--- config.mk ---
export PLATFORM = sky130hd
export DESIGN_NAME = ccu_snoop_responder
export DESIGN_NICKNAME = d
export VERILOG_FILES = /design/src/rtl/ccu_pkg.sv /design/src/rtl/ccu_line_serializer.sv /design/src/rtl/ccu_snoop_responder.sv
export SDC_FILE = /design/constraint.sdc
export NUM_CORES = 1
export LEC_CHECK = 0
export CORE_AREA = 3 3 310 312
export CTS_CLUSTER_SIZE = 20
export DETAILED_ROUTE_END_ITERATION = 7
export DIE_AREA = 0 0 313 315
export GPL_TIMING_DRIVEN = 0
export SLEW_MARGIN = 20
export SYNTH_ARGS = -nofsm -noshare
export SYNTH_HDL_FRONTEND = slang
export SYNTH_SLANG_ARGS = --single-unit
--- constraint.sdc ---
create_clock -name clk_i -period 3.3 [get_ports clk_i]
set_input_delay 0.495 -clock clk_i [delete_from_list [all_inputs] [get_ports clk_i]]
set_output_delay 0.495 -clock clk_i [all_outputs]
set_load 0.01 [all_outputs]
--- src/rtl/ccu_pkg.sv ---
// rtl/ccu_pkg.sv - snoop codes, CR bit positions, update ops and the snoop decode function
package ccu_pkg;

  localparam logic [3:0] SNP_READ_ONCE             = 4'b0000;
  localparam logic [3:0] SNP_READ_SHARED           = 4'b0001;
  localparam logic [3:0] SNP_READ_CLEAN            = 4'b0010;
  localparam logic [3:0] SNP_READ_NOT_SHARED_DIRTY = 4'b0011;
  localparam logic [3:0] SNP_READ_UNIQUE           = 4'b0111;
  localparam logic [3:0] SNP_CLEAN_SHARED          = 4'b1000;
  localparam logic [3:0] SNP_CLEAN_INVALID         = 4'b1001;
  localparam logic [3:0] SNP_MAKE_INVALID          = 4'b1101;

  localparam int CR_DT  = 0;
  localparam int CR_ERR = 1;
  localparam int CR_PD  = 2;
  localparam int CR_IS  = 3;
  localparam int CR_WU  = 4;

  typedef enum logic [1:0] {
    UPD_NONE              = 2'd0,
    UPD_INVALIDATE        = 2'd1,
    UPD_MAKE_SHARED       = 2'd2,
    UPD_MAKE_SHARED_CLEAN = 2'd3
  } upd_op_e;

  typedef struct packed {
    logic [4:0] resp;
    upd_op_e    op;
    logic       need_upd;
  } snoop_rsp_t;

  // A miss on a known snoop answers all-zero; unknown codes report Error whatever the lookup says.
  function automatic snoop_rsp_t ccu_snoop_decode(input logic [3:0] snoop, input logic hit,
                                                  input logic dirty, input logic uniq);
    snoop_rsp_t r;
    r.resp     = '0;
    r.op       = UPD_NONE;
    r.need_upd = 1'b0;
    case (snoop)
      SNP_READ_ONCE: if (hit) begin
        r.resp[CR_DT] = 1'b1;  r.resp[CR_IS] = 1'b1;  r.resp[CR_WU] = uniq;
      end
      SNP_READ_SHARED, SNP_READ_NOT_SHARED_DIRTY: if (hit) begin
        r.resp[CR_DT] = 1'b1;  r.resp[CR_PD] = dirty;
        r.resp[CR_IS] = 1'b1;  r.resp[CR_WU] = uniq;
        r.op = UPD_MAKE_SHARED_CLEAN;
      end
      SNP_READ_CLEAN: if (hit) begin
        r.resp[CR_DT] = 1'b1;  r.resp[CR_IS] = 1'b1;  r.resp[CR_WU] = uniq;
        r.op = UPD_MAKE_SHARED;
      end
      SNP_READ_UNIQUE: if (hit) begin
        r.resp[CR_DT] = 1'b1;  r.resp[CR_PD] = dirty;  r.resp[CR_WU] = uniq;
        r.op = UPD_INVALIDATE;
      end
      SNP_CLEAN_INVALID: if (hit) begin
        r.resp[CR_DT] = dirty; r.resp[CR_PD] = dirty;  r.resp[CR_WU] = uniq;
        r.op = UPD_INVALIDATE;
      end
      SNP_CLEAN_SHARED: if (hit) begin
        r.resp[CR_DT] = dirty; r.resp[CR_PD] = dirty;
        r.resp[CR_IS] = 1'b1;  r.resp[CR_WU] = uniq;
        r.op = UPD_MAKE_SHARED_CLEAN;
      end
      SNP_MAKE_INVALID: if (hit) begin
        r.resp[CR_WU] = uniq;
        r.op = UPD_INVALIDATE;
      end
      default: r.resp[CR_ERR] = 1'b1;
    endcase
    r.need_upd = (r.op != UPD_NONE);
    return r;
  endfunction

endpackage

--- src/rtl/ccu_line_serializer.sv ---
// rtl/ccu_line_serializer.sv - splits a captured cache line into a beat stream, lowest beat first
module ccu_line_serializer #(
  parameter int DataWidth = 64,
  parameter int LineWidth = 512
) (
  input  logic                 clk,
  input  logic                 rst_n,
  input  logic                 load,
  input  logic [LineWidth-1:0] line,
  input  logic                 start,
  output logic                 tvalid,
  input  logic                 tready,
  output logic [DataWidth-1:0] tdata,
  output logic                 tlast
);
  localparam int NumBeats = LineWidth / DataWidth;
  localparam int CntW     = (NumBeats > 1) ? $clog2(NumBeats) : 1;
  localparam logic [CntW-1:0] LastBeat = CntW'(NumBeats - 1);

  logic [LineWidth-1:0] line_q;
  logic [CntW-1:0]      cnt_q;
  logic                 busy_q;

  always_ff @(posedge clk or negedge rst_n) begin
    if (!rst_n) begin
      line_q <= '0;
      cnt_q  <= '0;
      busy_q <= 1'b0;
    end else begin
      if (load) line_q <= line;
      if (start) begin
        busy_q <= 1'b1;
        cnt_q  <= '0;
      end else if (busy_q && tready) begin
        if (cnt_q == LastBeat) begin
          busy_q <= 1'b0;
          cnt_q  <= '0;
        end else begin
          cnt_q <= cnt_q + 1'b1;
        end
      end
    end
  end

  assign tvalid = busy_q;
  assign tlast  = busy_q && (cnt_q == LastBeat);
  assign tdata  = line_q[int'(cnt_q) * DataWidth +: DataWidth];

endmodule

--- src/rtl/ccu_snoop_responder.sv ---
// rtl/ccu_snoop_responder.sv - ACE snoop endpoint: AC accept, dcache lookup/update, CR response, CD data
module ccu_snoop_responder
  import ccu_pkg::*;
#(
  parameter int AxiAddrWidth    = 64,
  parameter int AxiDataWidth    = 64,
  parameter int DcacheLineWidth = 512
) (
  input  logic                       clk_i,
  input  logic                       rst_ni,
  input  logic                       ac_valid_i,
  output logic                       ac_ready_o,
  input  logic [AxiAddrWidth-1:0]    ac_addr_i,
  input  logic [3:0]                 ac_snoop_i,
  input  logic [2:0]                 ac_prot_i,
  output logic                       cr_valid_o,
  input  logic                       cr_ready_i,
  output logic [4:0]                 cr_resp_o,
  output logic                       cd_valid_o,
  input  logic                       cd_ready_i,
  output logic [AxiDataWidth-1:0]    cd_data_o,
  output logic                       cd_last_o,
  output logic                       lkp_valid_o,
  input  logic                       lkp_ready_i,
  output logic [AxiAddrWidth-1:0]    lkp_addr_o,
  input  logic                       lkp_rsp_valid_i,
  input  logic                       lkp_hit_i,
  input  logic                       lkp_dirty_i,
  input  logic                       lkp_unique_i,
  input  logic [DcacheLineWidth-1:0] lkp_data_i,
  output logic                       upd_valid_o,
  input  logic                       upd_ready_i,
  output logic [AxiAddrWidth-1:0]    upd_addr_o,
  output logic [1:0]                 upd_op_o
);
  localparam int OffW = $clog2(DcacheLineWidth / 8);

  typedef enum logic [2:0] {S_IDLE, S_LOOKUP, S_WAIT, S_UPDATE, S_RESP, S_DATA} state_e;

  state_e                  state_q, state_d;
  logic [AxiAddrWidth-1:0] addr_q;
  logic [3:0]              snoop_q;
  snoop_rsp_t              rsp_q, dec;
  logic                    ac_hs, rsp_take, ser_start;
  logic                    unused_bits;

  assign unused_bits = ^{ac_prot_i, ac_addr_i[OffW-1:0]};
  assign dec = ccu_snoop_decode(snoop_q, lkp_hit_i, lkp_dirty_i, lkp_unique_i);

  always_ff @(posedge clk_i or negedge rst_ni) begin
    if (!rst_ni) begin
      state_q <= S_IDLE;
      addr_q  <= '0;
      snoop_q <= '0;
      rsp_q   <= '0;
    end else begin
      state_q <= state_d;
      if (ac_hs) begin
        addr_q  <= {ac_addr_i[AxiAddrWidth-1:OffW], {OffW{1'b0}}};
        snoop_q <= ac_snoop_i;
      end
      if (rsp_take) rsp_q <= dec;
    end
  end

  always_comb begin
    state_d     = state_q;
    ac_ready_o  = 1'b0;
    lkp_valid_o = 1'b0;
    upd_valid_o = 1'b0;
    cr_valid_o  = 1'b0;
    ac_hs       = 1'b0;
    rsp_take    = 1'b0;
    ser_start   = 1'b0;
    case (state_q)
      S_IDLE: begin
        ac_ready_o = 1'b1;
        if (ac_valid_i) begin
          ac_hs   = 1'b1;
          state_d = S_LOOKUP;
        end
      end
      S_LOOKUP: begin
        lkp_valid_o = 1'b1;
        if (lkp_ready_i) state_d = S_WAIT;
      end
      S_WAIT: begin
        if (lkp_rsp_valid_i) begin
          rsp_take = 1'b1;
          state_d  = dec.need_upd ? S_UPDATE : S_RESP;
        end
      end
      S_UPDATE: begin
        upd_valid_o = 1'b1;
        if (upd_ready_i) state_d = S_RESP;
      end
      S_RESP: begin
        cr_valid_o = 1'b1;
        if (cr_ready_i) begin
          ser_start = rsp_q.resp[CR_DT];
          state_d   = rsp_q.resp[CR_DT] ? S_DATA : S_IDLE;
        end
      end
      S_DATA: begin
        if (cd_valid_o && cd_ready_i && cd_last_o) state_d = S_IDLE;
      end
      default: state_d = S_IDLE;
    endcase
  end

  assign lkp_addr_o = addr_q;
  assign upd_addr_o = addr_q;
  assign upd_op_o   = rsp_q.op;
  assign cr_resp_o  = rsp_q.resp;

  // Line is captured with the lookup result so CD replays exactly what the cache returned.
  ccu_line_serializer #(
    .DataWidth (AxiDataWidth),
    .LineWidth (DcacheLineWidth)
  ) u_serializer (
    .clk    (clk_i),
    .rst_n  (rst_ni),
    .load   (rsp_take),
    .line   (lkp_data_i),
    .start  (ser_start),
    .tvalid (cd_valid_o),
    .tready (cd_ready_i),
    .tdata  (cd_data_o),
    .tlast  (cd_last_o)
  );

endmodule

==> flow_summary.yaml <==
status:
  outcome: "completed"
layout:
  regArea_um2: 14700
  drive_gt1_share_pct: 16.0
  multiInputGateArea_um2: 10600
  final_cell_mix: "nand2_1 (1552), clkdlybuf4s50_1 (712), dfrtp_1 (586), mux4_2 (128), mux2_2 (125)"
  nNetsFinal: 4178
  finalInstanceArea_um2: 39200
  layout_commonest_cell: "nand2_1"
  fin_util_pct: 42.0
  fill_cells: 9264
  area_growth_pct: 46.2
timing:
  fin_tns_setup_ns: 0
  min_period_ns: 3.23
  fmaxAchievable_ghz: 0.310
  fin_skew_ns: 0.0166
  setup_viol: 0
  hold_ws_ns: 0.392
  worst_pin_slew_ns: 0.877
  hold_viol_final: 0
  maxSlewViolCount: 0
  period_share_pct: 97.8
  setup_ws_ns: 0.0732
  slew_headroom_pct: 41.6
synth:
  seq_area_frac_synth_pct: 54.9
  ys_warn_count: 0
  synthSimpleGateAreaFrac_pct: 22.3
  syn_area_per_cell_um2: 9.95
  synth_top_cell_by_area: "dfrtp_1"
  synth_fa_ha_area_share_pct: 0.0933
  synth_top_family_by_area: "simple AND/OR/NAND/NOR gates"
  synth_compound_area_share_pct: 0.789
  synth_cell_type_count: 33
  synth_top_area_share_pct: 54.9
  synthCells: 2695
  synthMuxAreaShare_pct: 16.0
  ys_top_cells_by_area: "dfrtp_1 (55%), nand2_1 (22%), mux4_2 (11%)"
  syn_area_um2: 26800
  yosys.area_share.xor_xnor_pct: 0
  ys_ff_latch: 588
worst_setup_path:
  crit_path_start_kind: "register"
  cp.arrival_ns: 2.73
  cp_cell_sequence: "buf_12, buf_16, buf_16, mux4_2, mux2_2, dlygate4sd2_1"
  endpoint_kind: "primary output"
  cp_slowest_cell: "mux4_2"
  cpMostUsedCell: "buf_16"
  cp.required_ns: 2.80
  reg2reg_depth: 8
  path_class: "register to primary output"
  slowest_delay_ns: 0.58
  cp_max_fo: 10
global_route:
  grt_pass1_vias: 23700
  grt_pass1_wl_um: 163000
  grt_use_total_pct: 22.8
  antenna_found_initial: 33
  grt_max_degree: 94
  overflow: 0
clock_tree:
  cts_htree_levels: 3
  clk_pin_slew_ns: 0.06
  clk_latency_ns: 0.62
  tritoncts: "done"
  numCtsBuffers: 72
  numClockSinks: 588
  clk_path_buf_depth: 3
  clock_tree.root_cell: "clkbuf_16"
pwr:
  p_sw_uw: 12900
  swShare_pct: 35.1
  intPower_uw: 23800
  max-vdd-ir-drop_v: 0.000507
  pwr-share-comb_pct: 43.6
  power_frac_clock_pct: 21.8
  p_leak_uw: 0.0188
  powerDensity_nw_per_um2: 935
  seq_power_share_pct: 34.6
floorplan:
  die_w_um: 313
  core_area_um2: 93300
  num_rows: 112
  start_util_pct: 28.7
  die_h_um: 315
  die_area_um2: 98600
  ios: 799
detailed_routing:
  drcViolationCount: 0
  ant_nets: 0
  first_iter_violations: 1780
  routed_wl_um: 114000
  vias_per_cell: 4.64
  vias: 22800
  dr.pass1.iters: 5
  avgRoutedWirePerCell_um: 23.2
flow_run:
  cap_violations: 0
placed_design:
  dpl.hpwl_um: 86300
  placed_cell_area_um2: 36400
  gp_congestion: 0.891
  pre_cts_slack_ns: -0.507
  portBuffers: 777
min_path:
  hold_path.class: "input port to register"
  whs_path_depth: 3
-- final timing paths --
check                                          from                  endpoint  slack [ns]
setup / recovery              u_serializer.cnt_q[0]             cd_data_o[55]        0.07
hold / removal                      lkp_data_i[173]  u_serializer.line_q[173]        0.39
setup reg to reg                         state_q[1]  u_serializer.line_q[454]        0.81
hold reg to reg            u_serializer.line_q[157]  u_serializer.line_q[157]        0.47
max in group asynchronous                    rst_ni                snoop_q[0]        0.89
min in group asynchronous                    rst_ni   u_serializer.line_q[36]        0.50
-- per-layer routing --
metal  GRT usage, %  wire [um]  vias to the layer above
met5              0        110                        -
met4           6.07       2360                       16
met3           6.01       8490                      143
met2           39.1      57000                      864
met1           28.4      46000                    11400
li1               -          -                    10400
-- final cells by class --
class,count,area share (%)
repair buffers,803,20.8
inverters,2,0.0191
plain buffers,233,4.52
clock inverters,19,0.501
diodes,18,0.115
well taps,1254,4.00
multi-input cells,1882,27.0
clock buffers,104,5.53
flip-flops and latches,588,37.5
-- critical path, delay by kind of cell (launching register included) --
kind	cells	cell delay, ns
multiplexers	2	0.87
buffers and inverters	4	0.79
flip-flops	1	0.43
-- cell usage after synthesis, drive strengths merged --
cell type	n
nor3b	2
mux2	126
buf	167
o2111ai	1
ha	2
o31ai	1
clkbuf	67
o21ba	1
a211oi	1
a22oi	1
nand3	4
nor2	4
nor4	1
mux4	128
inv	2
nand2	1553
a31oi	1
and2	4
nor2b	3
a21oi	6
o21ai	14
a21o	2
nor3	5
a21boi	3
a22o	3
or3b	1
dfrtp	588
nand2b	3
conb	1
-- cell families (layout without fill, tap and decap cells) --
logic type | count (synthesis) | after routing
AO/OA/AOI/OAI | 34 | 34
multiplexers | 254 | 254
adder cells (fa/ha/maj) | 2 | 2
other | 1 | 30
AND/OR/NAND/NOR | 1580 | 1580
flip-flops | 588 | 588
buffers and inverters | 236 | 1161
-- power by group through the flow --
stage                     Combinational, uW  Clock, uW  Sequential [uW]
after global routing                  17300       8490            13000
after detailed placement              16000          0            12700
final                                 16000       8000            12700
after CTS                             16100       8190            12700
after global placement                15800          0            12700
after floorplan                        8940          0            12000
-- registers in the layout, summed over array words and instances, names as in the netlist --
register / cells
cr_resp_o: 5
lkp_addr_o: 58
snoop_q: 4
state_q: 3
u_serializer.cnt_q: 3
u_serializer.line_q: 512
u_serializer.tvalid: 1
upd_op_o: 2
-- through the flow --
stage / cells / total power (uW)
after CTS: 4879 / 37000
after detailed placement: 4743 / 28700
after global placement: 4737 / 28600
final: 4903 / 36700
after global routing: 4892 / 38800
after floorplan: 2706 / 21000
-- timing repair --
item,4_1_cts,5_1_grt
endpoints found under the setup margin,64,19
hold buffers,1,0
resized for setup,143,17
endpoints found under the hold margin,83,0
setup buffers,10,6
cloned,3,0
Note: power is estimated with default switching activity, not from simulation.
